===== src/rtl/car_ctrl_pkg.sv =====
// Shared types and defaults for the single-car elevator controller.
// Widths here fix the bus widths used by car_ctrl_if.
package car_ctrl_pkg;
  localparam int FLOORS = 4;
  localparam int FLOOR_W = 2;
  localparam int CNT_W = 5;
  localparam logic [CNT_W-1:0] TRAVEL = 5'b11001;
  localparam logic [CNT_W-1:0] DOOR_TO = 5'd4;

  typedef enum logic [1:0] {
    IDLE   = 2'd0,
    MOVE   = 2'd1,
    ARRIVE = 2'd2,
    DOOR   = 2'd3
  } state_t;
endpackage


===== src/rtl/car_ctrl_if.sv =====
// Signal bundle between the car controller and its environment (call buttons, door module).
interface car_ctrl_if;
  import car_ctrl_pkg::*;

  // Door handshake: arr/open_en offer service at floor; the door module answers with
  // door_open high for its whole cycle. The car leaves only after door_open falls, or
  // after DOOR_TO cycles if door_open never rises.
  logic [FLOORS-1:0]  req;
  logic               door_open;
  logic               arr;
  logic               open_en;
  logic [FLOOR_W-1:0] floor;
  logic               dir;
  logic               moving;
  logic [FLOORS-1:0]  pending;

  modport master (
    output req, door_open,
    input  arr, open_en, floor, dir, moving, pending
  );

  modport slave (
    input  req, door_open,
    output arr, open_en, floor, dir, moving, pending
  );
endinterface


===== src/rtl/car_ctrl_req_reg.sv =====
// Latched floor calls: OR-accumulating set, clear takes priority on the same bit.
module car_ctrl_req_reg
  import car_ctrl_pkg::*;
(
  input  logic              clk,
  input  logic              rst,
  input  logic [FLOORS-1:0] set,
  input  logic [FLOORS-1:0] clr,
  output logic [FLOORS-1:0] pending
);

  always_ff @(posedge clk or posedge rst) begin
    if (rst) begin
      pending <= '0;
    end else begin
      pending <= (pending | set) & ~clr;
    end
  end

endmodule


===== src/rtl/car_ctrl.sv =====
// Car dispatcher: IDLE/MOVE/ARRIVE/DOOR controller with registered outputs.
// Keeps direction while calls remain ahead; reverses only when none do.
module car_ctrl #(
  parameter int         FLOORS  = car_ctrl_pkg::FLOORS,
  parameter logic [4:0] TRAVEL  = car_ctrl_pkg::TRAVEL,
  parameter logic [4:0] DOOR_TO = car_ctrl_pkg::DOOR_TO
) (
  input  logic                  clk,
  input  logic                  rst,
  car_ctrl_if.slave             bus,
  output car_ctrl_pkg::state_t  dbg_state
);
  import car_ctrl_pkg::*;

  state_t             state, state_d;
  logic [FLOOR_W-1:0] floor_q, floor_d, step;
  logic               dir_q, dir_d;
  logic [4:0]         cnt, cnt_d;
  logic [FLOORS-1:0]  pending, clr;
  logic               above, below, here;
  logic               arr_q, open_en_q, moving_q;
  logic               arr_d, open_en_d, moving_d;

  car_ctrl_req_reg req_reg (
    .clk     (clk),
    .rst     (rst),
    .set     (bus.req),
    .clr     (clr),
    .pending (pending)
  );

  // Call position relative to the car, and the floor reached by the next step.
  always_comb begin
    above = 1'b0;
    below = 1'b0;
    for (int i = 0; i < FLOORS; i++) begin
      if (pending[i] && (i > int'(floor_q))) above = 1'b1;
      if (pending[i] && (i < int'(floor_q))) below = 1'b1;
    end
    here = pending[floor_q];
    if (dir_q) begin
      step = (int'(floor_q) == FLOORS - 1) ? floor_q : floor_q + 1'b1;
    end else begin
      step = (floor_q == '0) ? floor_q : floor_q - 1'b1;
    end
  end

  always_ff @(posedge clk or posedge rst) begin
    if (rst) begin
      state     <= IDLE;
      floor_q   <= '0;
      dir_q     <= 1'b1;
      cnt       <= '0;
      arr_q     <= 1'b0;
      open_en_q <= 1'b0;
      moving_q  <= 1'b0;
    end else begin
      state     <= state_d;
      floor_q   <= floor_d;
      dir_q     <= dir_d;
      cnt       <= cnt_d;
      arr_q     <= arr_d;
      open_en_q <= open_en_d;
      moving_q  <= moving_d;
    end
  end

  always_comb begin
    state_d = state;
    floor_d = floor_q;
    dir_d   = dir_q;
    cnt_d   = cnt;
    clr     = '0;
    case (state)
      IDLE: begin
        cnt_d = '0;
        if (here) begin
          state_d = ARRIVE;
        end else if (above && (dir_q || !below)) begin
          dir_d   = 1'b1;
          state_d = MOVE;
        end else if (below) begin
          dir_d   = 1'b0;
          state_d = MOVE;
        end
      end
      MOVE: begin
        if (cnt == TRAVEL - 5'd1) begin
          cnt_d   = '0;
          floor_d = step;
          if (pending[step]) state_d = ARRIVE;
        end else begin
          cnt_d = cnt + 5'd1;
        end
      end
      // cnt doubles as the door-response timer while waiting here.
      ARRIVE: begin
        if (bus.door_open) begin
          cnt_d   = '0;
          state_d = DOOR;
        end else if (cnt == DOOR_TO - 5'd1) begin
          cnt_d          = '0;
          clr[floor_q]   = 1'b1;
          state_d        = IDLE;
        end else begin
          cnt_d = cnt + 5'd1;
        end
      end
      DOOR: begin
        if (!bus.door_open) begin
          clr[floor_q] = 1'b1;
          state_d      = IDLE;
        end
      end
      default: state_d = IDLE;
    endcase
  end

  always_comb begin
    arr_d     = (state_d == ARRIVE) || (state_d == DOOR);
    open_en_d = (state_d == ARRIVE);
    moving_d  = (state_d == MOVE);
  end

  assign bus.arr     = arr_q;
  assign bus.open_en = open_en_q;
  assign bus.moving  = moving_q;
  assign bus.floor   = floor_q;
  assign bus.dir     = dir_q;
  assign bus.pending = pending;
  assign dbg_state   = state;

  // The car only travels toward a latched call, so an end floor is never reached empty.
  a_no_overrun: assert property (@(posedge clk) disable iff (rst)
    (state == MOVE && cnt == TRAVEL - 5'd1 &&
     ((dir_q && int'(floor_q) == FLOORS - 1) || (!dir_q && floor_q == '0))) |-> 1'b0);
  a_end_has_call: assert property (@(posedge clk) disable iff (rst)
    (state == MOVE && cnt == TRAVEL - 5'd1 &&
     (int'(step) == FLOORS - 1 || step == '0)) |-> pending[step]);

endmodule


===== src/flat_wrapper.sv =====
// flat-port wrapper written by rule: the top's interface ports become plain ports
module car_ctrl_flat import car_ctrl_pkg::*;
#(
  parameter int         FLOORS  = car_ctrl_pkg::FLOORS,
  parameter logic [4:0] TRAVEL  = car_ctrl_pkg::TRAVEL,
  parameter logic [4:0] DOOR_TO = car_ctrl_pkg::DOOR_TO
)
  (clk, rst, dbg_state, bus_req, bus_door_open, bus_arr, bus_open_en, bus_floor, bus_dir, bus_moving, bus_pending);
  car_ctrl_if bus_i ();
  input  logic clk;
  input  logic rst;
  output car_ctrl_pkg::state_t dbg_state;
  input wire logic [$bits(bus_i.req)-1:0] bus_req;
  input wire logic [$bits(bus_i.door_open)-1:0] bus_door_open;
  output wire logic [$bits(bus_i.arr)-1:0] bus_arr;
  output wire logic [$bits(bus_i.open_en)-1:0] bus_open_en;
  output wire logic [$bits(bus_i.floor)-1:0] bus_floor;
  output wire logic [$bits(bus_i.dir)-1:0] bus_dir;
  output wire logic [$bits(bus_i.moving)-1:0] bus_moving;
  output wire logic [$bits(bus_i.pending)-1:0] bus_pending;
  assign bus_i.req = bus_req;
  assign bus_i.door_open = bus_door_open;
  assign bus_arr = bus_i.arr;
  assign bus_open_en = bus_i.open_en;
  assign bus_floor = bus_i.floor;
  assign bus_dir = bus_i.dir;
  assign bus_moving = bus_i.moving;
  assign bus_pending = bus_i.pending;
  car_ctrl #(.FLOORS(FLOORS), .TRAVEL(TRAVEL), .DOOR_TO(DOOR_TO)) u_core (.clk(clk), .rst(rst), .bus(bus_i), .dbg_state(dbg_state));
endmodule

===== config.mk =====
export PLATFORM = sky130hd
export DESIGN_NAME = car_ctrl_flat
export DESIGN_NICKNAME = d
export VERILOG_FILES = /design/src/rtl/car_ctrl_pkg.sv /design/src/rtl/car_ctrl_if.sv /design/src/rtl/car_ctrl_req_reg.sv /design/src/rtl/car_ctrl.sv /design/src/flat_wrapper.sv
export SDC_FILE = /design/constraint.sdc
export NUM_CORES = 1
export LEC_CHECK = 0
export ABC_AREA = 1
export BUFFER_PORTS_ARGS = -buffer_cell sky130_fd_sc_hd__buf_4
export CORE_MARGIN = 3
export CORE_UTILIZATION = 59
export CTS_BUF_LIST = sky130_fd_sc_hd__clkbuf_4 sky130_fd_sc_hd__clkbuf_8
export DETAILED_ROUTE_END_ITERATION = 7
export GPL_ROUTABILITY_DRIVEN = 0
export PLACE_DENSITY = 0.92
export SLEW_MARGIN = 10
export SYNTH_ARGS = -nofsm -noshare
export SYNTH_HDL_FRONTEND = slang
export SYNTH_HIERARCHICAL = 1
export SYNTH_SLANG_ARGS = --single-unit

===== constraint.sdc =====
create_clock -name clk -period 4.33 [get_ports clk]
set_clock_uncertainty 0.05 [all_clocks]
set_input_delay 0.6495 -clock clk [delete_from_list [all_inputs] [get_ports clk]]
set_output_delay 0.6495 -clock clk [all_outputs]
set_load 0.05 [all_outputs]

==> impl_metrics.json <==
{
  "synth-xor-area-share_pct": 0.846,
  "setup_slack_ns": 2.60,
  "crit_slowest_cell": "dfstp_2",
  "fin_crit_ns": 1.73,
  "status": "completed",
  "initial_utilization_pct": 65.6,
  "synth_compound_area_share_pct": 11.9,
  "drive_gt1_share_pct": 17.4,
  "core_region_area_sq_mm": 0.00158,
  "cts_setup_buffers": 0,
  "pre_cts_slack_ns": 2.71,
  "setup_viol": 0,
  "finalHoldViolations": 0,
  "seqCellArea_sq_um": 402,
  "antenna_left": 0,
  "synth_top_family_by_area": "simple AND/OR/NAND/NOR gates",
  "finalNetCount": 182,
  "cp.required_ns": 3.63,
  "dpl.hpwl_um": 1860,
  "drc": 0,
  "worst_pin_slew_ns": 0.494,
  "synth_area_sq_mm": 0.00103,
  "hold_path.class": "in -> async",
  "dp.cells": 179,
  "final_core_util_pct": 77.3,
  "synth_cells": 146,
  "vdd_drop_max_uv": 287,
  "final_cell_mix": "nand2_1, inv_1, nor2_1",
  "ys_ff_latch": 16,
  "yosysSeqAreaShare_pct": 38.8,
  "synth_fa_ha_area_share_pct": 8.46,
  "synth_nets": 160,
  "critPathCaptureType": "primary output",
  "critical_path.max_fanout": 3,
  "num_rows": 14,
  "fin_cells": 183,
  "dieHeight_um": 47.9,
  "avgSynthCellArea_sq_um": 7.09,
  "vias": 1003,
  "placed_cell_area_sq_mm": 0.00118,
  "area_growth_pct": 17.8,
  "grt_remaining_overflow": 0,
  "firstDrtPassIters": 4,
  "n_fill_cell": 112,
  "grt_pass1_wl_um": 3810,
  "cts_max_level": 1,
  "cts_buffer_depth": 2,
  "critical_path_buf_inv_count": 1,
  "antenna_found_initial": 0,
  "drt_iter0_markers": 54,
  "muxShareOfSynthArea_pct": 0,
  "p_total_uw": 695,
  "p_leak_nw": 0.643,
  "final_cell_area_sq_mm": 0.00122,
  "whs_ns": 0.207,
  "crit_family": "flip-flops",
  "ys_warn_count": 6,
  "drv_slew": 0,
  "relSlewSlack_pct": 67.0,
  "wire_per_inst_um": 12.9,
  "fin_tns_setup_ns": 0,
  "grt_max_degree": 13,
  "fin_crit_sh_pct": 39.9,
  "via_per_inst": 5.48,
  "port-buffer-count": 18,
  "root_buffer": "clkbuf_4",
  "track_usage_pct": 23.6,
  "cp-start-kind": "register",
  "crit_chain": "buf_4",
  "antenna_cells": 0,
  "fmax_mhz": 579,
  "grt_pass1_vias": 899,
  "cp_slowest_stage_delay_ns": 0.55,
  "yosysUniqueCellTypes": 20,
  "clk_pin_slew_worst_paths_ns": 0.10,
  "final_common_cell": "nand2_1",
  "cts_tree": "yes",
  "die-area_sq_mm": 0.00229,
  "cp_data_arrival_time_ns": 1.03,
  "cts_resized": 0,
  "cts_made_buffers": 3,
  "worstSkewPairLatency_ns": 0.29,
  "wirelength_um": 2360,
  "boundaryPins": 19,
  "p_per_area_mw_per_mm2": 571,
  "cap_violations": 0,
  "rsz0062_at_grt": "no",
  "synth-simple-area-share_pct": 28.1,
  "clock-sinks": 16,
  "multi_input_area_sq_um": 509,
  "cts_hold_buf": 0,
  "critical_path_class": "reg -> out",
  "die_x_um": 47.9
}
path summary, 6_finish.rpt:
kind                           startpoint                         to  slack (ns)  cells after the start
max in group asynchronous             rst             u_core/bus.dir        3.54                      2
min in group clk           u_core/bus.dir             u_core/bus.dir        0.43                      2
setup reg to reg           u_core/bus.arr          u_core/bus.moving        2.68                      8
hold reg to reg            u_core/bus.dir             u_core/bus.dir        0.43                      2
hold / removal                        rst  u_core/req_reg/pending[1]        0.21                      2
setup / recovery           u_core/bus.dir                    bus_dir        2.60                      1
state kept, by name, summed over array words and instances, names as in the netlist:
signal / cells
u_core/dbg_state: 1
u_core/bus.dir: 1
u_core/bus.open_en: 1
u_core/req_reg/pending: 4
u_core/bus.floor: 2
u_core/cnt: 5
u_core/bus.arr: 1
u_core/bus.moving: 1
layer usage:
layer	track usage [%]	wire length (um)	part of all wire, %
met1	31.9	1050	44
met2	37.7	1160	49
met3	3.76	125	5.3
met4	9.14	25	1.1
met5	0	0	0
kinds of logic (layout without fill, tap and decap cells):
kind of cell,Yosys count,count (layout)
and+or+nand+nor,70,70
xor gates and xnor gates,1,1
AOI/OAI and AO/OA,20,20
DFF,16,16
adders and majority gates,7,7
buffers and inverters,32,53
synth_stat cells (all sizes together):
| master | instances | area [sq um] |
|---|---|---|
| a211oi | 1 | 12.5 |
| a21boi | 1 | 7.51 |
| a21oi | 6 | 33.8 |
| a31oi | 2 | 12.5 |
| buf | 1 | 7.51 |
| dfrtp | 15 | 375 |
| dfstp | 1 | 26.3 |
| ha | 7 | 87.6 |
| inv | 31 | 116 |
| nand2 | 37 | 146 |
| nand3 | 9 | 45.0 |
| nand4 | 2 | 12.5 |
| nor2 | 19 | 71.3 |
| nor3 | 3 | 15.0 |
| o21ai | 5 | 25.0 |
| o22ai | 5 | 31.3 |
| xnor2 | 1 | 8.76 |
cell type report:
cell class | instances | share of cell area (%)
sequential | 16 | 33.0
multi-input combinational | 98 | 41.8
tap | 16 | 1.64
clock buffer | 4 | 2.98
inverter | 31 | 9.55
timing repair buffer | 18 | 11.1
power breakdown:
| part | switching [mW] | internal (mW) | total (mW) | leakage [nW] |
|---|---|---|---|---|
| combinational | 0.264 | 0.117 | 0.381 | 0.430 |
| clock | 0.0475 | 0.0512 | 0.0987 | 0.0210 |
| sequential | 0.0307 | 0.185 | 0.216 | 0.192 |
| total | 0.342 | 0.353 | 0.695 | 0.643 |
Note: power is estimated with default switching activity, not from simulation.
